File: src/rtl/accel_msg_scheduler.sv
// SHA-256 message scheduler: captures a 512-bit block and streams W[0..63],
// one word per cycle, aligned with the compressor's round counter.
`timescale 1ns/1ps
module accel_msg_scheduler #(
  parameter int LEAD = 1
) (
  input  logic         clk,
  input  logic         rst_n,
  input  logic         sch_start,
  input  logic         sch_abort,
  input  logic [511:0] block_in,
  output logic [31:0]  w_out,
  output logic         w_valid,
  output logic         sch_busy,
  output logic         sch_done
);

  typedef enum logic [1:0] {IDLE, ALIGN, GEN, DONE} state_e;

  localparam logic [1:0] LEAD_LAST = (LEAD > 0) ? 2'(LEAD - 1) : 2'd0;

  state_e      state_q, state_d;
  logic [6:0]  t_q, t_d;
  logic [1:0]  dly_q, dly_d;
  logic [31:0] win_q [16];
  logic [31:0] win_d [16];
  logic        w_valid_q, w_valid_d;
  logic        sch_busy_q, sch_busy_d;
  logic        sch_done_q, sch_done_d;

  function automatic logic [31:0] sigma0(input logic [31:0] x);
    return {x[6:0], x[31:7]} ^ {x[17:0], x[31:18]} ^ (x >> 3);
  endfunction

  function automatic logic [31:0] sigma1(input logic [31:0] x);
    return {x[16:0], x[31:17]} ^ {x[18:0], x[31:19]} ^ (x >> 10);
  endfunction

  always_comb begin
    // NOTE: every signal gets a default first so no path through the case infers a latch.
    state_d = state_q;
    t_d     = t_q;
    dly_d   = dly_q;
    win_d   = win_q;

    unique case (state_q)
      IDLE: begin
        if (sch_start) begin
          for (int j = 0; j < 16; j++) win_d[j] = block_in[511 - 32*j -: 32];
          t_d     = 7'd0;
          dly_d   = 2'd0;
          state_d = (LEAD > 0) ? ALIGN : GEN;
        end
      end
      ALIGN: begin
        if (dly_q == LEAD_LAST) state_d = GEN;
        else                    dly_d   = dly_q + 2'd1;
      end
      GEN: begin
        // Slide the window; the tail word is W[t+16] from the four taps.
        for (int j = 0; j < 15; j++) win_d[j] = win_q[j+1];
        win_d[15] = sigma1(win_q[14]) + win_q[9] + sigma0(win_q[1]) + win_q[0];
        if (t_q == 7'd63) state_d = DONE;
        else              t_d     = t_q + 7'd1;
      end
      DONE:    state_d = IDLE;
      default: state_d = IDLE;
    endcase

    if (sch_abort) state_d = IDLE;

    w_valid_d  = (state_d == GEN);
    sch_busy_d = (state_d != IDLE);
    sch_done_d = (state_d == DONE);
  end

  always_ff @(posedge clk or negedge rst_n) begin
    if (!rst_n) begin
      state_q    <= IDLE;
      t_q        <= 7'd0;
      dly_q      <= 2'd0;
      // NOTE: the window is reset deliberately so outputs and state are fully defined out of reset.
      for (int j = 0; j < 16; j++) win_q[j] <= 32'd0;
      w_valid_q  <= 1'b0;
      sch_busy_q <= 1'b0;
      sch_done_q <= 1'b0;
    end else begin
      // NOTE: non-blocking assignments keep every flop sampling pre-edge values.
      state_q    <= state_d;
      t_q        <= t_d;
      dly_q      <= dly_d;
      win_q      <= win_d;
      w_valid_q  <= w_valid_d;
      sch_busy_q <= sch_busy_d;
      sch_done_q <= sch_done_d;
    end
  end

  assign w_out    = w_valid_q ? win_q[0] : 32'd0;
  assign w_valid  = w_valid_q;
  assign sch_busy = sch_busy_q;
  assign sch_done = sch_done_q;

endmodule

File: config.mk
export PLATFORM = sky130hd
export DESIGN_NAME = accel_msg_scheduler
export DESIGN_NICKNAME = d
export VERILOG_FILES = /design/src/rtl/accel_msg_scheduler.sv
export SDC_FILE = /design/constraint.sdc
export NUM_CORES = 2
export LEC_CHECK = 0
export CAP_MARGIN = 20
export CORE_MARGIN = 2
export CORE_UTILIZATION = 56
export DETAILED_ROUTE_END_ITERATION = 12
export HOLD_SLACK_MARGIN = 0.12
export PLACE_DENSITY_LB_ADDON = 0.15
export SETUP_SLACK_MARGIN = 0.05
export SYNTH_ARGS = -nofsm -noshare
export SYNTH_HDL_FRONTEND = slang
export SYNTH_SLANG_ARGS = --single-unit
export TNS_END_PERCENT = 50
File: constraint.sdc
create_clock -name clk -period 12.85 [get_ports clk]
set_input_delay 2.57 -clock clk [delete_from_list [all_inputs] [get_ports clk]]
set_output_delay 2.57 -clock clk [all_outputs]
set_load 0.02 [all_outputs]
Word-level counts from Yosys, hierarchy flattened:

Cells that the tools add are included.

* add/sub/neg operators: 5
* eq/ne operators: 9
* muxes and demuxes: 14
* bitwise gates (word level): 4
* reductions and logical operators: 8

Operator list (count)
* 512-bit one-hot mux with 2 select lines: 1
* 512-bit 2-to-1 mux: 1
* 32-bit adder: 3
* 32-bit XOR: 2
* 32-bit 2-to-1 mux: 1
* 32-bit by 22-bit XOR with 32-bit output: 1
* 32-bit by 29-bit XOR with 32-bit output: 1
* 7-bit 2-to-1 mux: 2
* 7-bit one-hot mux with 2 select lines: 1
* 2-bit 2-to-1 mux: 6
* 2-bit == test (second input constant): 4
* 2-bit one-hot mux with 4 select lines: 1
* 7-bit by 1-bit adder with 7-bit output (second input constant): 1
* 7-bit by 6-bit == test with 1-bit output (second input constant): 1
* 2-bit inequality test (second input constant): 3
* 3-bit AND reduction: 2
* 2-bit nonzero test: 3
* 2-bit logical NOT: 2
* 2-bit one-hot mux with 2 select lines: 1
* 2-bit by 1-bit adder with 2-bit output (second input constant): 1
* 2-bit by 1-bit == test with 1-bit output (second input constant): 1
* 2-bit AND reduction: 1

* bits in registers: 526
* input port bits: 516
* output and inout port bits: 35
* logic and storage cells: 62

Longest topological paths before layout:

* depth after elaboration: 6
* mapped depth: 16
* depth with buffers taken out: 15

Worst setup path before layout:

OpenSTA, ideal clock, no wires.

* path type: register -> register
* start: reg win_q[50] in the netlist's numbering
* end: reg win_q[19] in the netlist's numbering
* library setup time: 0.134 ns
* arrival: 3.875 ns
* data required time: 12.716 ns
* setup slack: 8.841 ns
* stages on the path, launching flop included: 17
* buffers on the path: 1
* clock period less this slack: 4.009 ns
* cells stage by stage: dfrtp_1 > clkbuf_1 > xor2_1 > xnor2_1 > fa_1 > inv_1 > fa_1 > ha_1 > fa_1 > a211oi_1 > o21ai_0 > o2111ai_1 > nand2_1 > a31o_2 > a221oi_1 > xor2_1 > o21ai_0

* longest elaborated chain between the ends: 6

Ends and longest elaborated chain
* start, declared: RTL line 25 `logic [31:0] win_q [16];`
* start signal, assigned: RTL line 92 `win_q <= win_d;`
* 32-bit XOR: RTL line 36 `return {x[16:0], x[31:17]} ^ {x[18:0], x[31:19]} ^ (x >> 10);`
* 32-bit by 22-bit XOR with 32-bit output *: RTL line 36
* 32-bit adder * (3 in a row): RTL line 62 `win_d[15] = sigma1(win_q[14]) + win_q[9] + sigma0(win_q[1]) + win_q[0];`
* 512-bit one-hot mux with 2 select lines *: RTL line 46 `unique case (state_q)`

Mark *: on every way between the ends. The rest lies on a longest branch, timed or not.
A chain may end at the register's enable or synchronous reset.

Final worst setup path:

* start: in sch_start
* end: reg win_q[260] in the netlist's numbering

* longest elaborated chain between the ends: 2

Ends and longest elaborated chain
* start, declared: RTL line 9 `input logic sch_start,`
* 2-bit inequality test (no line)
* 2-bit AND reduction (no line)

Every way passes these cells.

==> impl_metrics.yaml <==
synthesis:
  synth_top_flop_cell: "dfrtp_1"
  synth_edf_count: 0
  synth_area_sq_um: 27190
  synthCells: 2888
  ys_ff_latch: 526
  syn_nets: 3499
  synthArstFlopShare: 1.000
  synth-seq-area-share: 0.4842
  avgSynthCellArea_sq_um: 9.413
  yosysWarnings: 0
  ys_types: 50
sta:
  skew_ns: 0.02386
  max_freq_mhz: 173.1
  rsz0062_at_grt: "no"
  maxSlewViolCount: 0
  fin_crit_sh: 0.4496
  hold_violations: 0
  tns_ns: 0
  slew_headroom: 0.2594
  period_needed_ns: 5.777
  worstMarginPinSlew_ns: 1.111
  setup_violations: 0
clock_network:
  cts_num_sinks: 526
  h-tree-depth: 2
  postCtsSetupBuffers: 0
  tritoncts: "done"
  clkLatencyLatePin_ns: 0.62
  cts_hold_buffers: 0
  clk_pin_slew_ns: 0.06
  clockBufferDepth: 3
  cts_buffers: 54
  cts_resized: 0
  cts_root_buf: "clkbuf_16"
cells_and_area:
  finish.utilization: 0.7215
  drive_gt1_frac: 0.03818
  final_cell_area_sq_um: 34520
  area_growth_pct: 26.98
  final_net_count: 3844
routing:
  viasPerCell: 6.367
  first_iter_violations: 3539
  vias: 24860
  wl_mm: 102.6
  drc_errors: 0
  wl_per_cell_microns: 26.28
  dr.pass1.iters: 7
  drtAntennaViolNets: 0
floorplan:
  core_region_area_sq_um: 47850
  die_w_microns: 224.3
  ios: 551
  fp.dieH_microns: 224.3
  die_area_sq_um: 50320
  row_count: 80
  initial_utilization: 0.5682
placed_design:
  dpl_cell_area_sq_um: 32600
  gp_congestion: 0.9527
  io_buffers: 550
  place_hpwl_mm: 74.57
critical_path:
  cp.arrival_ns: 6.29
  worstSetupPathType: "in2reg"
  start_kind: "input pin"
  crit_path_cell_trace: "clkdlybuf4s50_1 > nor2_1 > or2_4 > buf_4 > buf_4 > nand2_1 > o21ai_0"
  cp_max_fo: 106
  slowest_stage: "buf_4"
  cpPeakStageDelay_ns: 0.95
  crit_top_cell: "buf_4"
  path_delay_family: "buffers and inverters"
  cp.required_ns: 13.37
  cp_num_buf_inv: 3
  endpoint_kind: "flop"
grt:
  grt_max_degree: 164
  overflow: 0
  grtUsageTotal: 0.4039
  grt_pass1_vias: 24240
  grt_first_pass_wirelength_mm: 151.4
  antenna_found_initial: 20
pwr:
  leakagePower_nw: 14.67
  p_per_area_nw_per_um2: 278.3
  vdd_ir_drop_max_uv: 268.8
hold_path:
  hp-class: "reg2reg"
run_status:
  outcome: "finished, final reports clean"
flow_run:
  drv_cap: 0
-- final timing paths --
path,startpoint,end,slack [ns],cells after the start
max,sch_start,win_q[260]$_DFFE_PN0P_,7.07,7
min,win_q[160]$_DFFE_PN0P_,win_q[160]$_DFFE_PN0P_,0.48,2
max reg2reg,win_q[43]$_DFFE_PN0P_,win_q[19]$_DFFE_PN0P_,7.85,15
min reg2reg,win_q[160]$_DFFE_PN0P_,win_q[160]$_DFFE_PN0P_,0.48,2
max in group asynchronous,rst_n,win_q[211]$_DFFE_PN0P_,8.63,3
min in group asynchronous,rst_n,win_q[433]$_DFFE_PN0P_,1.94,1
-- cell usage after synthesis, types with 2 or more instances --
master / instances / area [sq um]
o21ai_0: 461 / 2307
o31ai_1: 3 / 22.52
o22ai_1: 64 / 400.4
nand3_1: 8 / 40.04
a211oi_1: 5 / 37.54
a221oi_1: 3 / 26.28
o21a_1: 2 / 15.01
buf_1: 6 / 22.52
fa_1: 62 / 1241
ha_1: 33 / 412.9
o22a_1: 3 / 26.28
a221o_1: 2 / 20.02
and3_1: 17 / 106.4
and2_1: 34 / 212.7
inv_1: 128 / 480.5
a22o_1: 2 / 17.52
xor2_1: 59 / 516.8
or4_1: 2 / 15.01
a211o_1: 2 / 17.52
nor2b_1: 4 / 25.02
o211ai_1: 2 / 15.01
dfrtp_1: 526 / 13160
a31o_2: 2 / 17.52
xnor2_1: 91 / 797.0
a22oi_1: 489 / 3671
nor2_1: 35 / 131.4
a31oi_1: 2 / 12.51
nand2b_1: 3 / 18.77
o21bai_1: 4 / 30.03
a2bb2oi_1: 2 / 17.52
a21o_1: 13 / 97.59
nor3_1: 4 / 20.02
or2_2: 2 / 12.51
a21oi_1: 53 / 265.3
nand2_1: 454 / 1704
clkbuf_1: 284 / 1066
nand4_1: 8 / 50.05
or3_1: 2 / 12.51
-- placed cells by master (no fill, tap or decap), drive strengths merged, types with 3 or more instances in the layout --
| master | count |
|---|---|
| a211oi | 5 |
| a21o | 13 |
| a21oi | 53 |
| a221oi | 3 |
| a22oi | 489 |
| a31o | 3 |
| and2 | 34 |
| and3 | 18 |
| buf | 30 |
| bufinv | 3 |
| clkbuf | 81 |
| clkdlybuf4s50 | 549 |
| clkinv | 11 |
| dfrtp | 526 |
| diode | 15 |
| fa | 62 |
| ha | 33 |
| inv | 129 |
| nand2 | 454 |
| nand2b | 3 |
| nand3 | 8 |
| nand4 | 8 |
| nor2 | 35 |
| nor2b | 4 |
| nor3 | 4 |
| o21ai | 462 |
| o21bai | 4 |
| o22a | 3 |
| o22ai | 64 |
| o31ai | 4 |
| xnor2 | 91 |
| xor2 | 59 |
-- power by group --
part	internal (W)	switching (W)
clock network	0.000915	0.000676
logic	0.00205	0.00350
registers	0.00206	0.000395
total	0.00503	0.00458
-- cell type report --
class	instances	area [sq um]
timing repair buffer	579	5813
antenna	15	37.54
clock buffer	81	1593
clock inverter	16	186.4
inverter	128	480.5
sequential	526	13170
fill	3638	13320
tap	615	769.5
multi-input combinational	1944	12470
-- tightest hold or removal path, cell delays in order, from the launching register on --
cell,delay (ns)
dfrtp_1,0.34
nand2_1,0.05
o21ai_0,0.06
-- registers in the layout, indices dropped and copies added, names as in the netlist --
signal    count
t_q           7
w_valid       1
sch_done      1
state_q       2
dly_q         2
win_q       512
sch_busy      1
-- metrics by stage --
step           hold slack [ns]  total power [W]  setup slack, ns  instances
6_report                0.4793         0.009607            7.073       3904
2_1_floorplan           0.4502         0.005865            8.841       2888
3_3_place_gp            0.4612         0.007774            6.746       3788
3_5_place_dp            0.4705         0.007821            6.563       3788
5_1_grt                 0.4973          0.01018            6.853       3900
4_1_cts                 0.4836         0.009453            7.165       3885
-- kinds of logic (layout without fill, tap and decap cells) --
group,count (synthesis),in the layout,share of synthesized area
compound gates,1124,1124,0.2619
simple gates,575,575,0.08708
flops,526,526,0.4842
buf+inv,418,804,0.05771
xor+xnor,150,150,0.04832
fa+ha+maj,95,95,0.06084
other cells,0,15,0
-- per-layer routing --
| layer | global-route usage | vias to the layer above | wire length [microns] |
|---|---|---|---|
| li1 | - | 10900 | - |
| met1 | 0.5382 | 12220 | 39100 |
| met2 | 0.6143 | 1418 | 46400 |
| met5 | 0 | - | 83 |
| met4 | 0.2286 | 14 | 6614 |
| met3 | 0.09079 | 300 | 10400 |
Note: power is estimated with default switching activity, not from simulation.
